$ cat config.mk
export PLATFORM = sky130hd
export DESIGN_NAME = mem_port_arbiter_flat
export DESIGN_NICKNAME = d
export VERILOG_FILES = /design/src/rtl/mem_port_arbiter_if.sv /design/src/rtl/mem_port_arbiter.sv /design/src/flat_wrapper.sv
export SDC_FILE = /design/constraint.sdc
export NUM_CORES = 1
export LEC_CHECK = 0
export BUFFER_PORTS_ARGS = -buffer_cell sky130_fd_sc_hd__buf_2
export CORE_AREA = 3 3 104 106
export DETAILED_ROUTE_END_ITERATION = 10
export DIE_AREA = 0 0 107 109
export GPL_TIMING_DRIVEN = 0
export HOLD_SLACK_MARGIN = 0.06
export PLACE_DENSITY_LB_ADDON = 0.2
export SYNTH_ARGS = -nofsm -noshare
export SYNTH_HDL_FRONTEND = slang
export SYNTH_SLANG_ARGS = --single-unit
$ cat constraint.sdc
create_clock -name clk -period 2 [get_ports clk]
set_input_delay 0 -clock clk [delete_from_list [all_inputs] [get_ports clk]]
set_output_delay 0 -clock clk [all_outputs]
set_load 0.005 [all_outputs]
$ cat src/rtl/mem_port_arbiter_if.sv
// Bus bundle between the core's two memory requesters, the arbiter and the
// single-port synchronous memory.
interface mem_port_arbiter_if #(
    parameter int AW = 32,
    parameter int DW = 32
);
    logic          if_req;
    logic [AW-1:0] if_addr;
    logic          if_gnt;
    logic          if_rvalid;
    logic [DW-1:0] if_rdata;

    logic          ls_req;
    logic          ls_we;
    logic [AW-1:0] ls_addr;
    logic [DW-1:0] ls_wdata;
    logic          ls_gnt;
    logic          ls_rvalid;
    logic [DW-1:0] ls_rdata;

    logic          flush;

    logic          mem_en;
    logic          mem_we;
    logic [AW-1:0] mem_addr;
    logic [DW-1:0] mem_wdata;
    logic [DW-1:0] mem_rdata;

    // Requesters and memory drive the arbiter through this side.
    modport master (
        output if_req, if_addr, ls_req, ls_we, ls_addr, ls_wdata, flush, mem_rdata,
        input  if_gnt, if_rvalid, if_rdata, ls_gnt, ls_rvalid, ls_rdata,
        input  mem_en, mem_we, mem_addr, mem_wdata
    );

    modport slave (
        input  if_req, if_addr, ls_req, ls_we, ls_addr, ls_wdata, flush, mem_rdata,
        output if_gnt, if_rvalid, if_rdata, ls_gnt, ls_rvalid, ls_rdata,
        output mem_en, mem_we, mem_addr, mem_wdata
    );
endinterface

$ cat src/rtl/mem_port_arbiter.sv
// Single-port memory arbiter: load/store priority with fetch starvation guard,
// one-cycle read response routing and flush of stale fetch responses.
module mem_port_arbiter #(
    parameter int AW         = 32,
    parameter int DW         = 32,
    parameter int STARVE_MAX = 4
) (
    input logic              clk,
    input logic              rst,
    mem_port_arbiter_if.slave bus
);
    // Out-of-range settings are clamped into the 4-bit counter's usable range.
    localparam int STARVE_CLAMP = (STARVE_MAX < 1) ? 1 : ((STARVE_MAX > 15) ? 15 : STARVE_MAX);
    localparam logic [3:0] STARVE_LIM = 4'(STARVE_CLAMP);

    typedef enum logic [1:0] {
        RESP_NONE = 2'd0,
        RESP_IF   = 2'd1,
        RESP_LS   = 2'd2
    } resp_state_t;

    resp_state_t   state_r;
    resp_state_t   next_state_s;
    logic [3:0]    starve_cnt_r;
    logic [3:0]    starve_cnt_next_s;
    logic          if_win_s;
    logic          ls_win_s;
    logic          fetch_ok_s;
    logic          starved_s;
    logic          mem_en_s;
    logic          mem_we_s;
    logic [AW-1:0] mem_addr_s;
    logic [DW-1:0] mem_wdata_s;
    logic          if_rvalid_s;
    logic          ls_rvalid_s;

    assign fetch_ok_s = bus.if_req & ~bus.flush;
    assign starved_s  = (starve_cnt_r == STARVE_LIM);

    // Priority arbitration; reset blocks every grant.
    always_comb begin
        if_win_s = 1'b0;
        ls_win_s = 1'b0;
        if (!rst) begin
            if_win_s = 1'b0;
            ls_win_s = 1'b0;
        end else if (fetch_ok_s && starved_s) begin
            if_win_s = 1'b1;
        end else if (bus.ls_req) begin
            ls_win_s = 1'b1;
        end else if (fetch_ok_s) begin
            if_win_s = 1'b1;
        end else begin
            if_win_s = 1'b0;
            ls_win_s = 1'b0;
        end
    end

    // Memory port mux from the winner; idle port reads as all zeros.
    always_comb begin
        mem_en_s    = 1'b0;
        mem_we_s    = 1'b0;
        mem_addr_s  = {AW{1'b0}};
        mem_wdata_s = {DW{1'b0}};
        if (ls_win_s) begin
            mem_en_s    = 1'b1;
            mem_we_s    = bus.ls_we;
            mem_addr_s  = bus.ls_addr;
            mem_wdata_s = bus.ls_wdata;
        end else if (if_win_s) begin
            mem_en_s    = 1'b1;
            mem_we_s    = 1'b0;
            mem_addr_s  = bus.if_addr;
            mem_wdata_s = {DW{1'b0}};
        end else begin
            mem_en_s    = 1'b0;
            mem_we_s    = 1'b0;
            mem_addr_s  = {AW{1'b0}};
            mem_wdata_s = {DW{1'b0}};
        end
    end

    // Response owner for next cycle's read data; stores leave no owner.
    always_comb begin
        next_state_s = RESP_NONE;
        if (if_win_s) begin
            next_state_s = RESP_IF;
        end else if (ls_win_s && !bus.ls_we) begin
            next_state_s = RESP_LS;
        end else begin
            next_state_s = RESP_NONE;
        end
    end

    // Starvation counter: only an unflushed, denied fetch request ages it.
    always_comb begin
        starve_cnt_next_s = starve_cnt_r;
        if (if_win_s || !bus.if_req) begin
            starve_cnt_next_s = 4'd0;
        end else if (bus.flush) begin
            starve_cnt_next_s = starve_cnt_r;
        end else if (starve_cnt_r >= STARVE_LIM) begin
            starve_cnt_next_s = STARVE_LIM;
        end else begin
            starve_cnt_next_s = starve_cnt_r + 4'd1;
        end
    end

    // State and counter registers.
    always_ff @(posedge clk or negedge rst) begin
        if (!rst) begin
            state_r      <= RESP_NONE;
            starve_cnt_r <= 4'd0;
        end else begin
            state_r      <= next_state_s;
            starve_cnt_r <= starve_cnt_next_s;
        end
    end

    // Decode response valids; an illegal state yields no response at all.
    always_comb begin
        if_rvalid_s = 1'b0;
        ls_rvalid_s = 1'b0;
        case (state_r)
            RESP_IF: begin
                if_rvalid_s = ~bus.flush;
                ls_rvalid_s = 1'b0;
            end
            RESP_LS: begin
                if_rvalid_s = 1'b0;
                ls_rvalid_s = 1'b1;
            end
            RESP_NONE: begin
                if_rvalid_s = 1'b0;
                ls_rvalid_s = 1'b0;
            end
            default: begin
                if_rvalid_s = 1'b0;
                ls_rvalid_s = 1'b0;
            end
        endcase
    end

    assign bus.if_gnt    = if_win_s;
    assign bus.ls_gnt    = ls_win_s;
    assign bus.mem_en    = mem_en_s;
    assign bus.mem_we    = mem_we_s;
    assign bus.mem_addr  = mem_addr_s;
    assign bus.mem_wdata = mem_wdata_s;
    assign bus.if_rvalid = if_rvalid_s;
    assign bus.ls_rvalid = ls_rvalid_s;
    assign bus.if_rdata  = bus.mem_rdata;
    assign bus.ls_rdata  = bus.mem_rdata;
endmodule

$ cat src/flat_wrapper.sv
// flat-port wrapper written by rule: the top's interface ports become plain ports
module mem_port_arbiter_flat 
#(
    parameter int AW         = 32,
    parameter int DW         = 32,
    parameter int STARVE_MAX = 4
)
  (clk, rst, bus_if_req, bus_if_addr, bus_ls_req, bus_ls_we, bus_ls_addr, bus_ls_wdata, bus_flush, bus_mem_rdata, bus_if_gnt, bus_if_rvalid, bus_if_rdata, bus_ls_gnt, bus_ls_rvalid, bus_ls_rdata, bus_mem_en, bus_mem_we, bus_mem_addr, bus_mem_wdata);
  mem_port_arbiter_if #(.AW(AW), .DW(DW)) bus_i ();
  input logic clk;
  input logic rst;
  input wire logic [$bits(bus_i.if_req)-1:0] bus_if_req;
  input wire logic [$bits(bus_i.if_addr)-1:0] bus_if_addr;
  input wire logic [$bits(bus_i.ls_req)-1:0] bus_ls_req;
  input wire logic [$bits(bus_i.ls_we)-1:0] bus_ls_we;
  input wire logic [$bits(bus_i.ls_addr)-1:0] bus_ls_addr;
  input wire logic [$bits(bus_i.ls_wdata)-1:0] bus_ls_wdata;
  input wire logic [$bits(bus_i.flush)-1:0] bus_flush;
  input wire logic [$bits(bus_i.mem_rdata)-1:0] bus_mem_rdata;
  output wire logic [$bits(bus_i.if_gnt)-1:0] bus_if_gnt;
  output wire logic [$bits(bus_i.if_rvalid)-1:0] bus_if_rvalid;
  output wire logic [$bits(bus_i.if_rdata)-1:0] bus_if_rdata;
  output wire logic [$bits(bus_i.ls_gnt)-1:0] bus_ls_gnt;
  output wire logic [$bits(bus_i.ls_rvalid)-1:0] bus_ls_rvalid;
  output wire logic [$bits(bus_i.ls_rdata)-1:0] bus_ls_rdata;
  output wire logic [$bits(bus_i.mem_en)-1:0] bus_mem_en;
  output wire logic [$bits(bus_i.mem_we)-1:0] bus_mem_we;
  output wire logic [$bits(bus_i.mem_addr)-1:0] bus_mem_addr;
  output wire logic [$bits(bus_i.mem_wdata)-1:0] bus_mem_wdata;
  assign bus_i.if_req = bus_if_req;
  assign bus_i.if_addr = bus_if_addr;
  assign bus_i.ls_req = bus_ls_req;
  assign bus_i.ls_we = bus_ls_we;
  assign bus_i.ls_addr = bus_ls_addr;
  assign bus_i.ls_wdata = bus_ls_wdata;
  assign bus_i.flush = bus_flush;
  assign bus_i.mem_rdata = bus_mem_rdata;
  assign bus_if_gnt = bus_i.if_gnt;
  assign bus_if_rvalid = bus_i.if_rvalid;
  assign bus_if_rdata = bus_i.if_rdata;
  assign bus_ls_gnt = bus_i.ls_gnt;
  assign bus_ls_rvalid = bus_i.ls_rvalid;
  assign bus_ls_rdata = bus_i.ls_rdata;
  assign bus_mem_en = bus_i.mem_en;
  assign bus_mem_we = bus_i.mem_we;
  assign bus_mem_addr = bus_i.mem_addr;
  assign bus_mem_wdata = bus_i.mem_wdata;
  mem_port_arbiter #(.AW(AW), .DW(DW), .STARVE_MAX(STARVE_MAX)) u_core (.clk(clk), .rst(rst), .bus(bus_i));
endmodule
Yosys cells after proc, flatten, opt, wreduce, memory -nomap -nowiden
Cells that the tools add are included.
{"block": "classes", "n_addsub": 1, "mux": 20, "reduce_logical": 5, "n_eq_ne": 4, "bitwise_logic": 2, "magnitude_cmp": 1}
{"operator": "2-to-1 mux 32 bit", "count": 3}
{"operator": "2-to-1 mux 1 bit", "count": 12}
{"operator": "2-to-1 mux 4 bit", "count": 3}
{"operator": "adder 4 x 1 -> 4 bit (second input constant)", "count": 1}
{"operator": "== test 4 x 3 -> 1 bit (second input constant)", "count": 1}
{"operator": "greater-or-equal comparator 4 x 3 -> 1 bit (second input constant)", "count": 1}
{"operator": "2-to-1 mux 2 bit", "count": 2}
{"operator": "== test 2 x 1 -> 1 bit (second input constant)", "count": 1}
{"operator": "== test 2 bit (second input constant)", "count": 1}
{"operator": "logical AND 1 bit", "count": 2}
{"operator": "logical NOT 1 bit", "count": 2}
{"operator": "inequality test 2 x 1 -> 1 bit (second input constant)", "count": 1}
{"operator": "AND 1 bit", "count": 1}
{"operator": "logical OR 1 bit", "count": 1}
{"operator": "NOT 1 bit", "count": 1}
{"block": "totals", "regBits": 6, "word_cells": 35, "input_bits": 134, "out_inout_bits": 134}

Longest topological paths before layout
{"block": "logic_depth", "word_depth": 8, "ltp_mapped": 7, "mapped_depth_nobuf": 5}

Least setup slack after synthesis
Ideal clock, no wire load.
{"block": "synth_path", "path_kind": "flip-flop to flip-flop", "startpoint": "reg u_core.starve_cnt_r[0]", "endpoint": "reg u_core.state_r[0]", "setup_slack_ns": 0.564, "path_stages_with_launch": 8, "setup_time_ns": 0.117, "t_arrival_ns": 1.319, "t_required_ns": 1.883, "period_less_slack_ns": 1.436, "n_path_buf": 2, "cell_sequence": "dfrtp_1 inv_1 ha_1 nand3b_4 and2_4 buf_6 buf_6 nor3_1"}
{"block": "synth_via", "elab_chain_cells": 5}
{"item": "start: declaration", "line": "mem_port_arbiter.sv:24", "rtl": "logic [3:0] starve_cnt_r;"}
{"item": "start signal: assignment", "line": "mem_port_arbiter.sv:116", "rtl": "starve_cnt_r <= starve_cnt_next_s;"}
{"item": "== test 4 x 3 -> 1 bit", "line": "mem_port_arbiter.sv:38", "rtl": "assign starved_s = (starve_cnt_r == STARVE_LIM);"}
{"item": "logical AND 1 bit", "line": "mem_port_arbiter.sv:47", "rtl": "end else if (fetch_ok_s && starved_s) begin"}
{"item": "2-to-1 mux 1 bit", "line": "mem_port_arbiter.sv:47"}
{"item": "2-to-1 mux 1 bit", "line": "mem_port_arbiter.sv:44", "rtl": "if (!rst) begin"}
{"item": "named net bus_if_gnt", "line": "flat_wrapper.sv:20", "rtl": "output wire logic [$bits(bus_i.if_gnt)-1:0] bus_if_gnt;"}
{"item": "2-to-1 mux 2 bit", "line": "mem_port_arbiter.sv:86", "rtl": "if (if_win_s) begin"}
{"item": "end signal: assignment", "line": "mem_port_arbiter.sv:115", "rtl": "state_r <= next_state_s;"}
{"item": "end: declaration", "line": "mem_port_arbiter.sv:22", "rtl": "resp_state_t state_r;"}
The timed path passes the listed nets, and every way through them passes these cells.
A chain may end at the register's enable or synchronous reset.

Worst setup path in the final report
{"block": "layout_path", "startpoint": "reg u_core.starve_cnt_r[0]", "endpoint": "out bus_if_gnt"}
{"block": "layout_via", "elab_chain_cells": 4}
{"item": "== test 4 x 3 -> 1 bit", "line": "mem_port_arbiter.sv:38"}
{"item": "logical AND 1 bit", "line": "mem_port_arbiter.sv:47"}
{"item": "2-to-1 mux 1 bit", "line": "mem_port_arbiter.sv:47"}
{"item": "2-to-1 mux 1 bit", "line": "mem_port_arbiter.sv:44"}
{"item": "end: declaration", "line": "flat_wrapper.sv:20"}
Every way passes these cells.

==> flow_metrics.tcl <==
set metrics [dict create \
    outcome "finished, final reports clean" \
    post_cts_resize_count 0 \
    timing_hold_violations_final 0 \
    post_route_cells_drive_above_1_share_pct 66.9 \
    synth_enable_flop_cells 0 \
    post-synth-top-area-cell "buf_4" \
    floorplan_die_width_um 107 \
    post_drt_wl_per_cell_um 13.3 \
    p_leak_nw 1.86 \
    share_of_synthesized_area_occupied_by_flip_flops_and_latches_pct 8.66 \
    clockBufferDepth 2 \
    vias_per_cell 4.01 \
    final-seq-area_um2 150 \
    cts.clk_slew.worst_paths_ns 0.03 \
    clock_insertion_delay_worst_skew_ns 0.22 \
    cts_root_buffer "clkbuf_8" \
    grt_antenna_before_repair 0 \
    timing.hold.worst.start "bus_if_req" \
    maximum_number_of_pins_on_one_net_before_global_route_repair 11 \
    initial_utilization_pct 17.6 \
    count_of_maximum_capacitance_violations 0 \
    ys_warn_count 0 \
    fin_crit_sh_pct 90.0 \
    crit_path_max_fanout 10 \
    num-fill-cells 1078 \
    die-area_um2 11700 \
    synth_seq_cells 6 \
    tritoncts.num_buffers 3 \
    min_delay_path_depth 2 \
    tritoncts "yes" \
    timing.critical_path.cells "inv_1 -> ha_1 -> nand3b_4 -> and2_4 -> buf_6 -> buf_6 -> nor3_1 -> buf_2" \
    synth_top_area_share_pct 28.1 \
    critical-path-max-stage-delay_ns 0.38 \
    fin_nets 628 \
    cp_data_required_time_ns 2.00 \
    top_level_pins 268 \
    global_routing_usage_summed_across_all_routing_layers_pct 12.0 \
    critical_r2r_capture "u_core.state_r[0]" \
    dr.first_iter.drc_count 104 \
    gp_congestion 0.793 \
    crit_arrival_ns 1.80 \
    grt_first_pass_wirelength_um 11200 \
    async_flop_share_pct 100 \
    synth_most_common_cell "buf_4" \
    core-area_um2 9860 \
    critical_path.top_delay_family "buffers and inverters" \
    diodes 0 \
    setup_tns_ns 0 \
    mappedNetlistNets 387 \
    post-place-ws_ns 0.379 \
    clkSinkCount 6 \
    route.detailed.drc 0 \
    chipHeight_um 109 \
    setup_slack_ns 0.199 \
    power_density_nw_per_um2 265 \
    synth_common_cells "65 x buf_4, 35 x and2_1, 32 x nand2_1, 32 x nand3_1, 32 x o22ai_1" \
    area_overhead_of_the_layout_relative_to_synthesis_pct 80.7 \
    drt_wl_total_um 8290 \
    clock_skew_ns 0.000835 \
    critical_path_cell_count 8 \
    maxSlewViolCount 0 \
    timing.final.setup_violations 0 \
    port-buffer-count 234 \
    floorplan.rows 36 \
    critical_path.n_buffers_inverters 4 \
    cts_max_level 1 \
    worst_ir_drop_vdd_mv 0.147 \
    postRouteAntennaNets 0 \
    rsz0062_at_grt "no" \
    dp.final_hpwl_um 7300 \
    grt_pass1_vias 2306 \
    post-route-min-period_ns 1.80 \
    maxClockFrequency_ghz 0.555 \
    r2r_cells 7 \
    post_synth_main_area_contributors "buf_4 28%, and2_1 13%, o22ai_1 12%, nand3_1 9.2%, dfrtp_1 8.7%" \
    cts.repair_timing.setup_buffer_count 0 \
    grt.overflow.total 0 \
    multi_input_area_um2 895 \
    num_vias 2500 \
    slew_headroom_pct 72.1 \
    dominant_synthesized_flop_cell "dfrtp_1" \
    post_cts_hold_buffer_count 2 \
    syn-mean-instance-area_um2 6.91 \
    regToRegSetupSlack_ns 0.48 \
    worst_setup_path_end_kind "primary output" \
    hold_path_class "input pin to register" \
    critical_path_class "register to primary output" \
    post_synth_num_cell_types 27 \
    worst_slew_pin_slew_ns 0.418 \
    synth_area_um2 1730 \
    synthesis.instances 251 \
    critical_path.reg2reg.startpoint "u_core.starve_cnt_r[0]" \
    worst_setup_path_start_kind "register" \
    drt_pre_antenna_iters 4 \
    holdPathEnd "u_core.starve_cnt_r[2]" \
    critPathMostFrequentCell "buf_6" \
    worst_path_max_delay_cell "dfrtp_1" \
]
[power by group]
group	internal [mW]	switching (mW)	leakage, nW	total, mW
clock	0.129	0.0482	0.0216	0.177
sequential	0.126	0.00237	0.0821	0.128
combinational	0.314	0.210	1.76	0.524
total	0.569	0.260	1.86	0.829
[through the flow]
stage | total power, mW | utilization (%) | hold WS, ns | instance area (µm²) | std cells
after detailed placement | 0.659 | 31.1 | -0.157 | 3070 | 618
after floorplan | 0.395 | - | -0.296 | 1730 | 251
after CTS | 0.845 | 31.8 | 0.0713 | 3130 | 623
after global placement | 0.659 | 31.1 | -0.157 | 3070 | 618
after global routing | 0.894 | 31.8 | 0.0885 | 3130 | 623
final | 0.829 | 31.8 | 0.0693 | 3130 | 623
[cell type report]
cell class              count  area share [%]
plain buffers              87            21.6
well taps                 133            5.31
repair buffers            236            38.0
multi-input cells         155            28.6
flip-flops and latches      6            4.79
clock buffers               3            1.32
inverters                   3           0.359
[layer usage]
layer,part of all wire (%),track usage [%],vias up
met3,11,2.55,2
met4,0.22,1.10,0
li1,-,-,1253
met2,54,25.1,176
met1,34,12.5,1069
met5,0,0,-
[registers in the layout, indices dropped and copies added (netlist names)]
register,flops
u_core.starve_cnt_r,4
u_core.state_r,2
[cells in the final DEF, fill, tap and decap left out]
cell / netlist / routed
and2_1: 35 / 35
nand2b_4: 1 / 1
buf_6: 13 / 13
a31oi_1: 1 / 1
dlygate4sd3_1: 0 / 2
nand2_1: 32 / 32
nor2_2: 1 / 1
nand2b_1: 1 / 1
o311a_1: 1 / 1
buf_4: 65 / 65
ha_1: 2 / 2
nor2_1: 3 / 3
nor2b_1: 4 / 4
buf_2: 8 / 242
o21a_4: 1 / 1
nand3_1: 32 / 32
nand3b_4: 1 / 1
dfrtp_1: 6 / 6
clkbuf_1: 1 / 1
clkbuf_8: 0 / 3
a32oi_1: 1 / 1
inv_1: 3 / 3
nor3b_1: 1 / 1
o22ai_1: 32 / 32
nor3_1: 2 / 2
and2_4: 1 / 1
o21bai_1: 1 / 1
and3_1: 1 / 1
and2b_1: 1 / 1
[worst max path at each step]
stage,start,end,slack (ns)
after floorplan,u_core.starve_cnt_r[0],u_core.state_r[0],0.56
after global placement,u_core.starve_cnt_r[0],bus_if_gnt,0.41
after detailed placement,u_core.starve_cnt_r[0],bus_if_gnt,0.38
after CTS,u_core.starve_cnt_r[0],bus_if_gnt,0.14
after global routing,u_core.starve_cnt_r[0],bus_if_gnt,0.04
final,u_core.starve_cnt_r[0],bus_if_gnt,0.20
[logic make-up after synthesis]
logic type | synth area share (%)
compound gates | 14.3
buf+inv | 39.8
simple gates | 35.9
fa+ha+maj | 1.44
flops | 8.66
[worst register-to-register path, stage by stage (launching register included)]
cell      delay, ns
dfrtp_1        0.38
inv_1          0.08
ha_1           0.19
nand3b_4       0.10
and2_4         0.16
buf_6          0.13
buf_6          0.14
nor3_1         0.21
(Power assumes the default switching activity.)
